$ cat src/rtl/keypoint_collector.sv
// Keypoint collector: serialises per-scale local-max flags of a pixel into a record FIFO.
// Optional macro KPC_RESPONSE_STORE_EN keeps responses in the FIFO; otherwise kp_response is 0.
//   state | meaning
//   IDLE  | pending mask empty, next flagged pixel is accepted
//   SCAN  | pending mask non-zero, one flag emitted per free push slot
module keypoint_collector #(
    parameter int DATA_WIDTH = 32,
    parameter int FIFO_DEPTH = 16,
    parameter int MAX_KP     = 1023
) (
    input  logic                    clk,
    input  logic                    rst_n,
    input  logic                    frame_start,
    input  logic                    din_valid,
    input  logic [5:0]              max_flag,
    input  logic [6*DATA_WIDTH-1:0] response,
    input  logic [9:0]              x,
    input  logic [9:0]              y,
    input  logic                    kp_ready,
    output logic                    kp_valid,
    output logic [2:0]              kp_scale,
    output logic [9:0]              kp_x,
    output logic [9:0]              kp_y,
    output logic [DATA_WIDTH-1:0]   kp_response,
    output logic [10:0]             kp_count,
    output logic [15:0]             drop_cnt
);
    localparam int AW = $clog2(FIFO_DEPTH);
    localparam logic [AW:0] FULL_LVL = (AW+1)'(FIFO_DEPTH);
    localparam logic [10:0] MAX_KP_C = 11'(MAX_KP);

    typedef enum logic {IDLE, SCAN} state_t;

    state_t        state_q, state_d;
    logic [5:0]    mask_q, mask_d, low_bit;
    logic [9:0]    px_q, py_q;
    logic [2:0]    idx;
    logic          cap, slot_free, last, emit, load, drop, push, pop;
    logic [AW-1:0] wr_ptr, rd_ptr;
    logic [AW:0]   fill;
    logic [2:0]    mem_scale [FIFO_DEPTH];
    logic [9:0]    mem_x     [FIFO_DEPTH];
    logic [9:0]    mem_y     [FIFO_DEPTH];

    assign cap       = din_valid && (max_flag != 6'd0);
    assign slot_free = (fill != FULL_LVL);
    assign low_bit   = mask_q & (~mask_q + 6'd1);
    assign last      = ((mask_q & (mask_q - 6'd1)) == 6'd0);
    // Past MAX_KP the scan still consumes flags, it just stops pushing them.
    assign push      = emit && (kp_count < MAX_KP_C);
    assign kp_valid  = (fill != '0);
    assign pop       = kp_valid && kp_ready;

    always_comb begin
        idx = 3'd0;
        for (int i = 5; i >= 0; i--) begin
            if (mask_q[i]) idx = 3'(i);
        end
    end

    always_ff @(posedge clk) begin
        if (!rst_n) begin
            state_q <= IDLE;
            mask_q  <= 6'd0;
        end else begin
            state_q <= state_d;
            mask_q  <= mask_d;
        end
    end

    always_comb begin
        state_d = state_q;
        mask_d  = mask_q;
        emit    = 1'b0;
        load    = 1'b0;
        drop    = 1'b0;
        case (state_q)
            IDLE: begin
                if (cap) begin
                    load    = 1'b1;
                    state_d = SCAN;
                end
            end
            SCAN: begin
                if (slot_free) begin
                    emit   = 1'b1;
                    mask_d = mask_q & ~low_bit;
                    if (last) state_d = IDLE;
                end
                // A new pixel fits only if the last pending flag leaves on this edge.
                if (cap) begin
                    if (slot_free && last) begin
                        load    = 1'b1;
                        state_d = SCAN;
                    end else begin
                        drop = 1'b1;
                    end
                end
            end
            default: state_d = IDLE;
        endcase
        if (load) mask_d = max_flag;
    end

    always_ff @(posedge clk) begin
        if (load) begin
            px_q <= x;
            py_q <= y;
        end
    end

    always_ff @(posedge clk) begin
        if (push) begin
            mem_scale[wr_ptr] <= idx;
            mem_x[wr_ptr]     <= px_q;
            mem_y[wr_ptr]     <= py_q;
        end
    end

    always_ff @(posedge clk) begin
        if (!rst_n) begin
            wr_ptr <= '0;
            rd_ptr <= '0;
            fill   <= '0;
        end else begin
            if (push) wr_ptr <= wr_ptr + 1'b1;
            if (pop)  rd_ptr <= rd_ptr + 1'b1;
            case ({push, pop})
                2'b10:   fill <= fill + 1'b1;
                2'b01:   fill <= fill - 1'b1;
                default: fill <= fill;
            endcase
        end
    end

    always_ff @(posedge clk) begin
        if (!rst_n) begin
            kp_count <= 11'd0;
            drop_cnt <= 16'd0;
        end else begin
            if (frame_start)   kp_count <= push ? 11'd1 : 11'd0;
            else if (push)     kp_count <= kp_count + 11'd1;
            if (drop && drop_cnt != 16'hFFFF) drop_cnt <= drop_cnt + 16'd1;
        end
    end

    assign kp_scale = kp_valid ? mem_scale[rd_ptr] : 3'd0;
    assign kp_x     = kp_valid ? mem_x[rd_ptr]     : 10'd0;
    assign kp_y     = kp_valid ? mem_y[rd_ptr]     : 10'd0;

`ifdef KPC_RESPONSE_STORE_EN
    logic [6*DATA_WIDTH-1:0] pr_q;
    logic [DATA_WIDTH-1:0]   mem_resp [FIFO_DEPTH];

    always_ff @(posedge clk) begin
        if (load) pr_q <= response;
    end

    always_ff @(posedge clk) begin
        if (push) mem_resp[wr_ptr] <= pr_q[32'(idx)*DATA_WIDTH +: DATA_WIDTH];
    end

    assign kp_response = kp_valid ? mem_resp[rd_ptr] : '0;
`else
    logic unused_response;
    assign unused_response = ^response;
    assign kp_response     = '0;
`endif

endmodule

$ cat config.mk
export PLATFORM = sky130hd
export DESIGN_NAME = keypoint_collector
export DESIGN_NICKNAME = d
export VERILOG_FILES = /design/src/rtl/keypoint_collector.sv
export SDC_FILE = /design/constraint.sdc
export NUM_CORES = 1
export LEC_CHECK = 0
export BUFFER_PORTS_ARGS = -buffer_cell sky130_fd_sc_hd__clkbuf_2
export CORE_MARGIN = 2
export CORE_UTILIZATION = 60
export CTS_BUF_LIST = sky130_fd_sc_hd__clkbuf_8
export DETAILED_ROUTE_END_ITERATION = 10
export GPL_ROUTABILITY_DRIVEN = 0
export PLACE_DENSITY = 0.85
export SYNTH_ARGS = -nofsm -noshare
export SYNTH_HDL_FRONTEND = slang
export SYNTH_SLANG_ARGS = --single-unit
$ cat constraint.sdc
create_clock -name clk -period 5.3 [get_ports clk]
set_input_delay 0.795 -clock clk [delete_from_list [all_inputs] [get_ports clk]]
set_output_delay 0.795 -clock clk [all_outputs]
set_load 0.05 [all_outputs]
==> impl_metrics.csv <==
group,metric,value,unit
outcome,status,"completed",
timing,rsz0062_at_grt,"false",
synthesis,ys_async_sr_fraction,0,%
worst_setup_path,critPathLaunchType,"flop",
synthesis,yosysWarnings,0,
worst_setup_path,end_kind,"output pin",
clock_network,cts_num_sinks,439,
floorplan,std_cell_rows,62,
timing,clock.fmax,235,MHz
floorplan,die_width,175,µm
min_path,hp-class,"primary input to flop",
timing,min_period,4.25,ns
cells_and_area,num-fill-cells,1799,
global_route,grt_overflow,0,
global_route,antenna_found_initial,0,
cells_and_area,area.sequential,0.0127,mm²
cells_and_area,syn_to_final_growth,11.8,%
route,dr.pass1.iters,5,
clock_network,cts_resized,0,
synthesis,synth_top_cell_by_area,"edfxtp_1",
synthesis,synth_flop_cell,"edfxtp_1",
floorplan,initial_core_util,60.9,%
synthesis,ys_ff_latch,439,
pwr,pwr-share-seq,48.5,%
clock_network,cts.reportedPaths.clkPinSlew,0.06,ns
floorplan,die_h,175,µm
cells_and_area,final_util,68.1,%
synthesis,synthTopCellsByArea,"edfxtp_1 (67%), mux4_2 (15%), dfxtp_1 (5.8%), buf_4 (1.4%), nor2_1 (0.92%)",
clock_network,clock_latency,0.59,ns
timing,skew,0.0423,ns
synthesis,ys_types,57,
pwr,switchingPower,0.00258,W
floorplan,coreArea,0.0287,mm²
timing,drv_slew,0,
route,ant_nets,0,
synthesis,synth_top_area_share,66.6,%
pwr,pwr-share-clk,30.5,%
timing,finalSetupViolCount,0,
clock_network,cts_made_buffers,69,
synthesis,syn-mean-instance-area,19.1,µm²
route,wl_per_cell,24.1,µm
synthesis,synth_area,0.0175,mm²
clock_network,hold_buffers,0,
cells_and_area,layout-drive-gt1-share,30.3,%
route,drcViolationCount,0,
pwr,power_leakage,6.40,nW
synthesis,synth.yosys.seq_area_share,72.5,%
route,vias_per_cell,6.06,
clock_network,cts_max_level,3,
global_route,grt_pass1_vias,9088,
clock_network,clockBufferDepth,3,
cells_and_area,layout_common_cells,"edfxtp_1 (388), mux4_2 (115), clkbuf_2 (81), clkbuf_8 (73), dfxtp_1 (48)",
placed_design,place_ws,1.60,ns
route,num_vias,8988,
timing,hold_violations,0,
global_route,track_usage,24.1,%
synthesis,synth_edf_count,388,
placed_design,io_buffers,81,
timing,setup-tns-final,0,ns
floorplan,top_level_ports,306,
pwr,ir_drop,230,µV
worst_setup_path,worstPathMaxFanout,40,
clock_network,post_cts_buffers,0,
timing,relSlewSlack,22.9,%
global_route,grt_pass1_wl,53800,µm
synthesis,syn_inst,915,
pwr,power,0.00837,W
clock_network,cts_root_buffer,"clkbuf_8",
pwr,swShare,30.8,%
timing,fin_ws,1.05,ns
worst_setup_path,worst-setup-path-type,"flop to output pin",
placed_design,dp_hpwl,20000,µm
cells_and_area,nets,1279,
pwr,p_int,0.00579,W
route,drt_iter0_drc,1018,
worst_setup_path,arrival,3.45,ns
route,routed_wl,35700,µm
global_route,grt_max_degree,50,
clock_network,cts_tree,"yes",
pwr,powerDensity,428,mW/mm²
cells_and_area,multi_input_area,0.00452,mm²
floorplan,design.die.area,0.0305,mm²
cells_and_area,final_common_cell,"edfxtp_1",
flow_run,cap_violations,0,
worst_setup_path,critPathRequiredTime,4.51,ns
timing,post-route-period-util,80.2,%
timing,tightest_slew,1.16,ns
pwr,combPwrFrac,21.0,%
[power groups by stage]
stage	Clock (W)	Sequential [W]	Combinational, W
finish	0.00255	0.00406	0.00176
global route	0.00274	0.00408	0.00187
CTS	0.00259	0.00406	0.00178
detailed placement	0	0.00413	0.00177
global placement	0	0.00412	0.00174
floorplan	0	0.00401	0.00147
[worst max-delay path: stages, from the launching register on]
cell      delay [ns]
dfxtp_4         0.92
buf_4           0.41
mux4_2          0.56
mux4_2          0.47
and2_1          0.21
clkbuf_2        0.25
[layout make-up]
| type | count | share of cell area (%) |
|---|---|---|
| sequential | 439 | 64.9 |
| multi-input combinational | 424 | 23.1 |
| clock buffer | 73 | 5.14 |
| timing repair buffer | 103 | 3.05 |
| tap | 384 | 2.46 |
| clock inverter | 51 | 1.21 |
| inverter | 9 | 0.173 |
| antenna | 1 | 0.0128 |
[cells by family (layout without fill, tap and decap cells)]
kind of cell / count (synthesis) / in the layout / share of synthesized area, %
DFF: 439 / 439 / 72.5
and+or+nand+nor: 178 / 178 / 5.46
muxes: 129 / 129 / 15.6
buffers and inverters: 83 / 236 / 2.68
AOI/OAI and AO/OA: 59 / 59 / 2.22
xor gates and xnor gates: 15 / 15 / 0.751
adders and majority gates: 11 / 11 / 0.773
other: 1 / 33 / 0.0214
[per-layer routing]
layer / up-vias / share of wire, % / track usage, %
met1: 4572 / 39 / 32.3
met3: 75 / 7.4 / 4.66
met5: - / 0 / 0
li1: 3916 / - / -
met4: 0 / 2.5 / 8.47
met2: 425 / 51 / 40.3
[cells in the mapped netlist, types with 10 or more instances]
| master | number |
|---|---|
| edfxtp_1 | 388 |
| mux4_2 | 115 |
| dfxtp_1 | 51 |
| nor2_1 | 43 |
| buf_4 | 32 |
| nand2_1 | 28 |
| and2_1 | 24 |
| clkbuf_1 | 21 |
| a21oi_1 | 16 |
| nand3_1 | 14 |
| nor3_1 | 14 |
| mux2i_1 | 13 |
| buf_2 | 12 |
| nand2b_1 | 12 |
| nand4_1 | 12 |
| ha_1 | 10 |
| o21ai_0 | 10 |
[stage by stage]
step	instances	instance area [µm²]	hold WS, ns
after floorplan	946	17600	0.476
after global placement	1359	18300	0.467
after detailed placement	1359	18300	0.491
after CTS	1483	19500	0.359
after global routing	1483	19500	0.360
final	1484	19600	0.383
[worst paths after layout]
kind,startpoint,endpoint,slack (ns),depth (start not counted)
setup reg to reg,fill[2],fill[4],1.74,12
setup / recovery,flop,kp_x[9],1.05,5
hold / removal,x[4],px_q[4],0.38,1
hold reg to reg,drop_cnt[15],drop_cnt[15],0.50,2
[registers in the layout, indices dropped and copies added, names as in the netlist, named ones only]
signal     flops
px_q          10
mem_y        160
mem_x        160
mask_q         6
fill           5
kp_count      11
state_q        1
wr_ptr         4
drop_cnt      16
py_q          10
mem_scale     48
rd_ptr         4
(Power assumes the default switching activity.)
